--- config.mk ---
export PLATFORM = sky130hd
export DESIGN_NAME = instruction_loader
export DESIGN_NICKNAME = d
export VERILOG_FILES = /design/src/rtl/instruction_loader_pkg.sv /design/src/rtl/instruction_loader_word_assembler.sv /design/src/rtl/instruction_loader.sv
export SDC_FILE = /design/constraint.sdc
export NUM_CORES = 1
export LEC_CHECK = 0
export CORE_MARGIN = 2
export CORE_UTILIZATION = 54
export DETAILED_ROUTE_END_ITERATION = 16
export GPL_ROUTABILITY_DRIVEN = 0
export PLACE_DENSITY = 0.83
export SETUP_SLACK_MARGIN = 0.3
export SYNTH_ARGS = -nofsm -noshare
export SYNTH_HDL_FRONTEND = slang
export SYNTH_HIERARCHICAL = 1
export SYNTH_SLANG_ARGS = --single-unit
--- constraint.sdc ---
create_clock -name i_clk -period 5.13 [get_ports i_clk]
set_input_delay 0.513 -clock i_clk [delete_from_list [all_inputs] [get_ports i_clk]]
set_output_delay 0.513 -clock i_clk [all_outputs]
set_load 0.03 [all_outputs]
--- src/rtl/instruction_loader_pkg.sv ---
// instruction_loader_pkg: shared state encoding and defaults for the program loader.
package instruction_loader_pkg;
  typedef enum logic [2:0] {
    IDLE  = 3'd0,
    RECV  = 3'd1,
    WRITE = 3'd2,
    DONE  = 3'd3,
    ERROR = 3'd4
  } state_t;
  localparam logic [31:0] DEF_HALT_WORD = 32'hFFFF_FFFF;
  localparam int BYTES_PER_WORD = 32 / 8;
  function automatic int bytes_per_word(input int word_width, input int byte_width);
    return word_width / byte_width;
  endfunction
endpackage

--- src/rtl/instruction_loader_word_assembler.sv ---
// word_assembler: packs an MSB-first byte stream into words and flags each completed word.
module word_assembler
  import instruction_loader_pkg::*;
#(
  parameter int WORD_WIDTH = 32,
  parameter int BYTE_WIDTH = 8
) (
  input  logic                  clk,
  input  logic                  rst,
  input  logic                  clear,
  input  logic [BYTE_WIDTH-1:0] data,
  input  logic                  valid,
  output logic [WORD_WIDTH-1:0] word,
  output logic                  word_ready
);
  localparam int BPW = bytes_per_word(WORD_WIDTH, BYTE_WIDTH);
  localparam int CW = BPW > 1 ? $clog2(BPW) : 1;
  logic [CW-1:0] cnt;
  assign word_ready = valid && !clear && cnt == CW'(BPW - 1);
  always_ff @(posedge clk or posedge rst)
    if (rst) begin
      cnt  <= '0;
      word <= '0;
    end else if (clear) begin
      cnt <= '0;
    end else if (valid) begin
      word <= {word[WORD_WIDTH-BYTE_WIDTH-1:0], data};
      cnt  <= word_ready ? '0 : cnt + 1'b1;
    end
endmodule

--- src/rtl/instruction_loader.sv ---
// instruction_loader: assembles a byte stream into instructions and writes them to
// consecutive instruction-memory words until the halt word (or memory end) is reached.
module instruction_loader
  import instruction_loader_pkg::*;
#(
  parameter int                    MEM_SIZE    = 1024,
  parameter int                    WORD_WIDTH  = 32,
  parameter int                    ADDR_LENGTH = 32,
  parameter int                    BYTE_WIDTH  = 8,
  parameter logic [WORD_WIDTH-1:0] HALT_WORD   = WORD_WIDTH'(DEF_HALT_WORD)
) (
  input  logic                   i_clk,
  input  logic                   i_reset,
  input  logic                   i_start,
  input  logic [BYTE_WIDTH-1:0]  i_byte,
  input  logic                   i_byte_valid,
  output logic                   o_wr_en,
  output logic [ADDR_LENGTH-1:0] o_wr_addr,
  output logic [WORD_WIDTH-1:0]  o_wr_data,
  output logic                   o_busy,
  output logic                   o_done,
  output logic                   o_overflow
);
  state_t                  state, next;
  logic [ADDR_LENGTH-1:0]  addr;
  logic [WORD_WIDTH-1:0]   word;
  logic                    word_ready, is_halt, last_addr, accept;
  assign is_halt   = word == HALT_WORD;
  assign last_addr = addr == ADDR_LENGTH'(MEM_SIZE - 1);
  // A byte landing in WRITE starts the next word only if loading continues.
  assign accept = i_byte_valid && !i_start &&
                  (state == RECV || (state == WRITE && !is_halt && !last_addr));
  word_assembler #(.WORD_WIDTH(WORD_WIDTH), .BYTE_WIDTH(BYTE_WIDTH)) u_asm (
    .clk        (i_clk),
    .rst        (i_reset),
    .clear      (i_start),
    .data       (i_byte),
    .valid      (accept),
    .word       (word),
    .word_ready (word_ready)
  );
  always_ff @(posedge i_clk or posedge i_reset)
    if (i_reset) state <= IDLE;
    else state <= next;
  always_comb begin
    next = state;
    next = i_start                      ? RECV  :
           state == RECV && word_ready  ? WRITE :
           state == WRITE               ? (is_halt ? DONE : last_addr ? ERROR : RECV) :
                                          state;
  end
  always_ff @(posedge i_clk or posedge i_reset)
    if (i_reset) addr <= '0;
    else if (i_start) addr <= '0;
    else if (state == WRITE && next == RECV) addr <= addr + 1'b1;
  assign o_wr_en    = state == WRITE;
  assign o_wr_addr  = addr;
  assign o_wr_data  = word;
  assign o_busy     = state == RECV || state == WRITE;
  assign o_done     = state == DONE;
  assign o_overflow = state == ERROR;
endmodule

==> out/results.ini, run 1 <==
[critical_path]
startpoint_type = flip-flop
criticalPathCategory = reg2reg
reg2reg_slack_ns = 1.44
worstSetupStartpoint = u_asm/word[17]$_DFFE_PP0P_
worstRegToRegCells = 10
endpoint_kind = flip-flop
cp-endpoint = state[1]$_DFF_PP0_
worst_r2r_startpoint = u_asm/word[17]$_DFFE_PP0P_
timing.rr.end = state[1]$_DFF_PP0_
worstPathRequired_ns = 5.33
crit_arrival_ns = 3.90
worstPathMaxFanout = 33

[cts]
clkTransAtPathRegs_ns = 0.08
clockBufferDepth = 2
clkLatencyLatePin_ns = 0.35
cts.sinks = 69
cts-htree-levels = 3
post_cts_buffers = 0
numCtsBuffers = 9
root_buffer = clkbuf_8
cts_tree = done
ctsResizeCount = 0
cts_hold_buf = 0

[synth]
synth_seq_cells = 69
synth_edf_count = 0
syn_area_um2 = 3674
synth_cell_type_count = 49
synthArstFlopShare_pct = 100.0
syn_inst = 329
synth_nets = 343
synthFlopType = dfrtp_1
ys_seq_area_share_pct = 47.00
synth-warning-count = 6
syn_area_per_cell_um2 = 11.17

[drt]
drc_errors = 0
wl_per_cell_um = 18.82
drt_iter0_markers = 185
wl_um = 9261
firstDrtPassIters = 4
vias_per_cell = 6.169
ant_nets = 0
vias = 3035

[floorplanning]
core_um2 = 6681
fp.dieArea_um2 = 7479
io_pins = 80
rows = 30
die_y_um = 86.48
die_w_um = 86.48
start_util_pct = 54.98

[global_route]
track_usage_pct = 26.18
grt_pass1_wl_um = 15320
grt_max_degree = 48
overflow = 0
antenna_found_initial = 0
grt_pass1_vias = 3036

[run]
cap_violations = 0

[sta]
fin_crit_sh_pct = 71.99
slew_headroom_pct = 25.73
skew_ns = 0.007279
setup_viol = 0
worst_slew_pin_slew_ns = 1.104
whs_ns = 0.5418
max_freq_mhz = 270.8
setup_tns_ns = 0
drv_slew = 0
rsz0062_at_grt = no
finalCriticalPeriod_ns = 3.693
hold_viol_final = 0

[layout]
nets = 421
utilization_pct = 70.73
final_cell_mix = clkdlybuf4s50_1 (79), dfrtp_1 (69), mux2_4 (29)
diodes = 0
drive_gt1_share_pct = 15.05
area_growth_pct = 28.64
mostFrequentLayoutCell = clkdlybuf4s50_1

[power]
p_clk_share_pct = 29.5
switching_share_pct = 33.42
ir_worst_vdd_uv = 314.7
seqPwrFrac_pct = 39.8
p_int_w = 0.001244
p_sw_w = 0.0006247
leakagePower_nw = 1.959
combPwrFrac_pct = 30.8
power_density_nw_per_um2 = 395.5

[placement]
hpwl_um = 6179
numPortBuffers = 79

[hold_path]
hp-class = reg2reg

[run_status]
status = finished clean

power groups by stage:
stage	Combinational (W)	Clock, W	Sequential [W]
after floorplan	0.000160	0	0.000909
after global placement	0.000568	0	0.000740
after detailed placement	0.000574	0	0.000747
after CTS	0.000580	0.000560	0.000743
after global routing	0.000597	0.000585	0.000758
final	0.000575	0.000551	0.000743
cell type report:
class,count,area (um2)
clock buffers,9,123.9
clock inverters,7,122.6
flip-flops and latches,69,1727
inverters,8,30.03
repair buffers,84,828.3
well taps,80,100.1
multi-input cells,235,1794
fillers,480,1956
cell usage after synthesis (6+ instances only):
cell type	instances	area (um2)
dfrtp_1	69	1727
mux2_1	6	67.56
nor2_1	20	75.07
inv_1	8	30.03
o21ai_0	9	45.04
nand3_1	12	60.06
nand2_1	11	41.29
o31ai_1	10	75.07
mux2_4	29	435.4
nor2b_1	10	62.56
a21oi_1	21	105.1
nor4_1	14	87.58
or4_1	12	90.09
clkbuf_1	9	33.78
nand4_1	14	87.58
critical path: stages (launching register included):
cell	delay, ns
dfrtp_1	0.45
nand4_1	0.15
or4_1	0.66
nor2_2	0.57
nor3b_1	0.14
o211a_1	0.30
nand2b_2	0.79
nor2_1	0.05
nor2b_1	0.17
o21ai_0	0.16
a21oi_1	0.10
per-layer routing:
metal / part of all wire, % / global-route usage (%) / up-vias
met5: 0 / 0 / -
met4: 1.5 / 8.239 / 0
met3: 5.9 / 7.238 / 13
met2: 50 / 42.73 / 103
met1: 43 / 34.04 / 1498
li1: - / - / 1421
cell families (layout without fill, tap and decap cells):
group / after synthesis / after routing / share of synthesized area [%]
simple gates: 131 / 131 / 21.39
flops: 69 / 69 / 47.00
compound gates: 57 / 57 / 10.35
mux: 40 / 40 / 15.16
buf+inv: 25 / 108 / 4.223
xor+xnor: 5 / 5 / 1.192
fa+ha+maj: 2 / 2 / 0.6811
registers in the layout (all words and copies together), names as in the netlist:
name        count
o_wr_addr      32
u_asm/word     32
state           3
u_asm/cnt       2
per-stage QoR:
stage | power (W) | cell area (um2) | setup WS (ns) | std cells
6_report | 0.001869 | 4726 | 1.437 | 492
4_1_cts | 0.001883 | 4726 | 1.446 | 492
3_5_place_dp | 0.001321 | 4479 | 1.565 | 476
2_1_floorplan | 0.001069 | 3674 | 2.171 | 329
3_3_place_gp | 0.001309 | 4479 | 1.669 | 476
5_1_grt | 0.001940 | 4726 | 1.150 | 492
worst min-delay path by stage:
stage / cells past startpoint / end / slack [ns] / start
2_1_floorplan: 2 / u_asm/cnt[1]$_DFFE_PP0P_ / 0.49 / u_asm/cnt[1]$_DFFE_PP0P_
3_3_place_gp: 2 / u_asm/cnt[1]$_DFFE_PP0P_ / 0.52 / u_asm/cnt[1]$_DFFE_PP0P_
3_5_place_dp: 1 / u_asm/word[28]$_DFFE_PP0P_ / 0.52 / u_asm/word[28]$_DFFE_PP0P_
4_1_cts: 2 / u_asm/cnt[1]$_DFFE_PP0P_ / 0.54 / u_asm/cnt[1]$_DFFE_PP0P_
5_1_grt: 2 / u_asm/cnt[1]$_DFFE_PP0P_ / 0.57 / u_asm/cnt[1]$_DFFE_PP0P_
6_report: 2 / u_asm/cnt[1]$_DFFE_PP0P_ / 0.54 / u_asm/cnt[1]$_DFFE_PP0P_
No activity file was read; power rests on OpenSTA's default activity.
==> run 2: changes to the inputs <==
CORE_UTILIZATION = 51   (was 54)
PLACE_DENSITY = 0.79   (was 0.83)
clock period = 3.75 ns   (was 5.13 ns; I/O delays follow)
==> run 2 against run 1 <==
  * Core utilization decreased by 1.9 points
  * Routed wire length down 5.2%
  * Critical path depth down 1
  * Via count shrank 1.6%
  * Die area up 5.6%
  * Register-to-register slack worse by 0.66 ns
  * Non-clock buffer count is 3 higher
  * Clock-buffer cell count increased by 3
  * Power grew 27%
  * Flip-flop and latch count unchanged
  * Cell count rose by 3.9%
  * Global-route usage fell by 2.2 points
==> out/results.ini, run 2 (same netlist as run 1, synthesis figures left out) <==
[floorplanning]
die_y_um = 88.87  ; was 86.48 um
core_um2 = 6869  ; was 6681 um2
die_w_um = 88.87  ; was 86.48 um
start_util_pct = 53.48  ; was 54.98%
fp.dieArea_um2 = 7898  ; was 7479 um2
io_pins = 80  ; unchanged
rows = 30  ; unchanged

[layout]
final_cell_mix = clkdlybuf4s50_1 (79), dfrtp_1 (69), mux2_4 (29)  ; unchanged
multi_input_area_um2 = 1794  ; unchanged
fill_cells = 510  ; was 480
utilization_pct = 68.82  ; was 70.73%
drive_gt1_share_pct = 15.18  ; was 15.05%
diodes = 0  ; unchanged
area_growth_pct = 28.68  ; was 28.64%
regArea_um2 = 1727  ; unchanged
mostFrequentLayoutCell = clkdlybuf4s50_1  ; unchanged
nets = 424  ; was 421

[critical_path]
timing.rr.end = u_asm/word[24]$_DFFE_PP0P_  ; was state[1]$_DFF_PP0_
startpoint_type = flip-flop  ; unchanged
crit_arrival_ns = 3.20  ; was 3.90 ns
worstPathMaxFanout = 23  ; was 33
endpoint_kind = flip-flop  ; unchanged
reg2reg_slack_ns = 0.77  ; was 1.44 ns
criticalPathCategory = reg2reg  ; unchanged
worst_r2r_startpoint = u_asm/word[21]$_DFFE_PP0P_  ; was u_asm/word[17]$_DFFE_PP0P_
worstPathRequired_ns = 3.98  ; was 5.33 ns
worstRegToRegCells = 9  ; was 10

[cts]
clkLatencyLatePin_ns = 0.34  ; was 0.35 ns
cts_hold_buf = 0  ; unchanged
clockBufferDepth = 2  ; unchanged
clkTransAtPathRegs_ns = 0.07  ; was 0.08 ns
root_buffer = clkbuf_8  ; unchanged
cts.sinks = 69  ; unchanged
cts-htree-levels = 3  ; unchanged
numCtsBuffers = 9  ; unchanged
cts_tree = done  ; unchanged
ctsResizeCount = 0  ; unchanged
post_cts_buffers = 0  ; unchanged

[sta]
fin_crit_sh_pct = 79.41  ; was 71.99%
finalCriticalPeriod_ns = 2.978  ; was 3.693 ns
skew_ns = 0.007468  ; was 0.007279 ns
slew_headroom_pct = 25.20  ; was 25.73%
setup_viol = 0  ; unchanged
drv_slew = 0  ; unchanged
hold_viol_final = 0  ; unchanged
rsz0062_at_grt = no  ; unchanged
worst_slew_pin_slew_ns = 1.112  ; was 1.104 ns
setup_tns_ns = 0  ; unchanged
max_freq_mhz = 335.8  ; was 270.8 MHz

[global_route]
grt_pass1_wl_um = 14410  ; was 15320 um
track_usage_pct = 23.96  ; was 26.18%
antenna_found_initial = 0  ; unchanged
overflow = 0  ; unchanged
grt_pass1_vias = 2854  ; was 3036
grt_max_degree = 36  ; was 48

[drt]
vias_per_cell = 5.843  ; was 6.169
vias = 2986  ; was 3035
wl_um = 8777  ; was 9261 um
wl_per_cell_um = 17.18  ; was 18.82 um
drc_errors = 0  ; unchanged
drt_iter0_markers = 169  ; was 185
firstDrtPassIters = 4  ; unchanged
ant_nets = 0  ; unchanged

[run_status]
status = finished clean  ; unchanged

[power]
leakagePower_nw = 1.963  ; was 1.959 nW
p_int_w = 0.001583  ; was 0.001244 W
ir_worst_vdd_uv = 334.1  ; was 314.7 uV
switching_share_pct = 33.48  ; was 33.42%
p_sw_w = 0.0007966  ; was 0.0006247 W
p_clk_share_pct = 25.0  ; was 29.5%
seqPwrFrac_pct = 42.4  ; was 39.8%
power_density_nw_per_um2 = 503.4  ; was 395.5 nW/um2
combPwrFrac_pct = 32.6  ; was 30.8%

[placement]
hpwl_um = 6276  ; was 6179 um
numPortBuffers = 79  ; unchanged

[hold_path]
hp-class = in2async  ; was reg2reg

[run]
cap_violations = 0  ; unchanged

## run 2: layer usage
layer	routed length, um	global-route usage [%]	vias to the layer above
met5	0	0	-
met4	98	8.815	0
met3	450	4.478	10
met2	4320	37.25	86
met1	3908	33.55	1480
li1	-	-	1410
## run 2: worst max path at each step
| stage | slack, ns | to | from | cells after the start |
|---|---|---|---|---|
| after floorplan | 0.79 | state[1]$_DFF_PP0_ | u_asm/word[21]$_DFFE_PP0P_ | 14 |
| after global placement | 0.87 | u_asm/word[24]$_DFFE_PP0P_ | u_asm/word[21]$_DFFE_PP0P_ | 9 |
| after detailed placement | 0.78 | u_asm/word[24]$_DFFE_PP0P_ | u_asm/word[21]$_DFFE_PP0P_ | 9 |
| after CTS | 0.78 | u_asm/word[24]$_DFFE_PP0P_ | u_asm/word[21]$_DFFE_PP0P_ | 9 |
| after global routing | 0.59 | u_asm/word[25]$_DFFE_PP0P_ | u_asm/word[21]$_DFFE_PP0P_ | 9 |
| final | 0.77 | u_asm/word[24]$_DFFE_PP0P_ | u_asm/word[21]$_DFFE_PP0P_ | 9 |
## run 2: worst max-delay path: stages, from the launching register on
cell and delay, ns:
dfrtp_1 0.40, nand4_1 0.14, or4_1 0.66, nor2_2 0.15
buf_4 0.23, nor3b_1 0.08, o211a_1 0.27, nand2b_2 0.31
buf_12 0.26, mux2_2 0.35
## run 2: metrics by stage
step / hold WS, ns / instances / area (um2) / power (W) / setup slack (ns)
CTS: 0.4557 / 511 / 4727 / 0.002396 / 0.7819
finish: 0.4426 / 511 / 4727 / 0.002380 / 0.7723
detailed placement: 0.5221 / 495 / 4534 / 0.001801 / 0.7842
floorplan: 0.4381 / 329 / 3674 / 0.001463 / 0.7906
global route: 0.5166 / 511 / 4727 / 0.002475 / 0.5892
global placement: 0.5173 / 495 / 4534 / 0.001784 / 0.8670
## run 2: power groups by stage
stage          Sequential, W  Combinational [W]  Clock (W)
2_1_floorplan        0.00124           0.000219          0
3_3_place_gp         0.00101           0.000772          0
3_5_place_dp         0.00102           0.000779          0
4_1_cts              0.00101           0.000782   0.000605
5_1_grt              0.00103           0.000805   0.000641
6_report             0.00101           0.000776   0.000595
## run 2: final cells by class
cell class	count	area share, %
multi-input cells	235	37.96
flip-flops and latches	69	36.53
repair buffers	87	18.26
clock buffers	12	3.070
well taps	96	2.541
clock inverters	4	1.006
inverters	8	0.6353
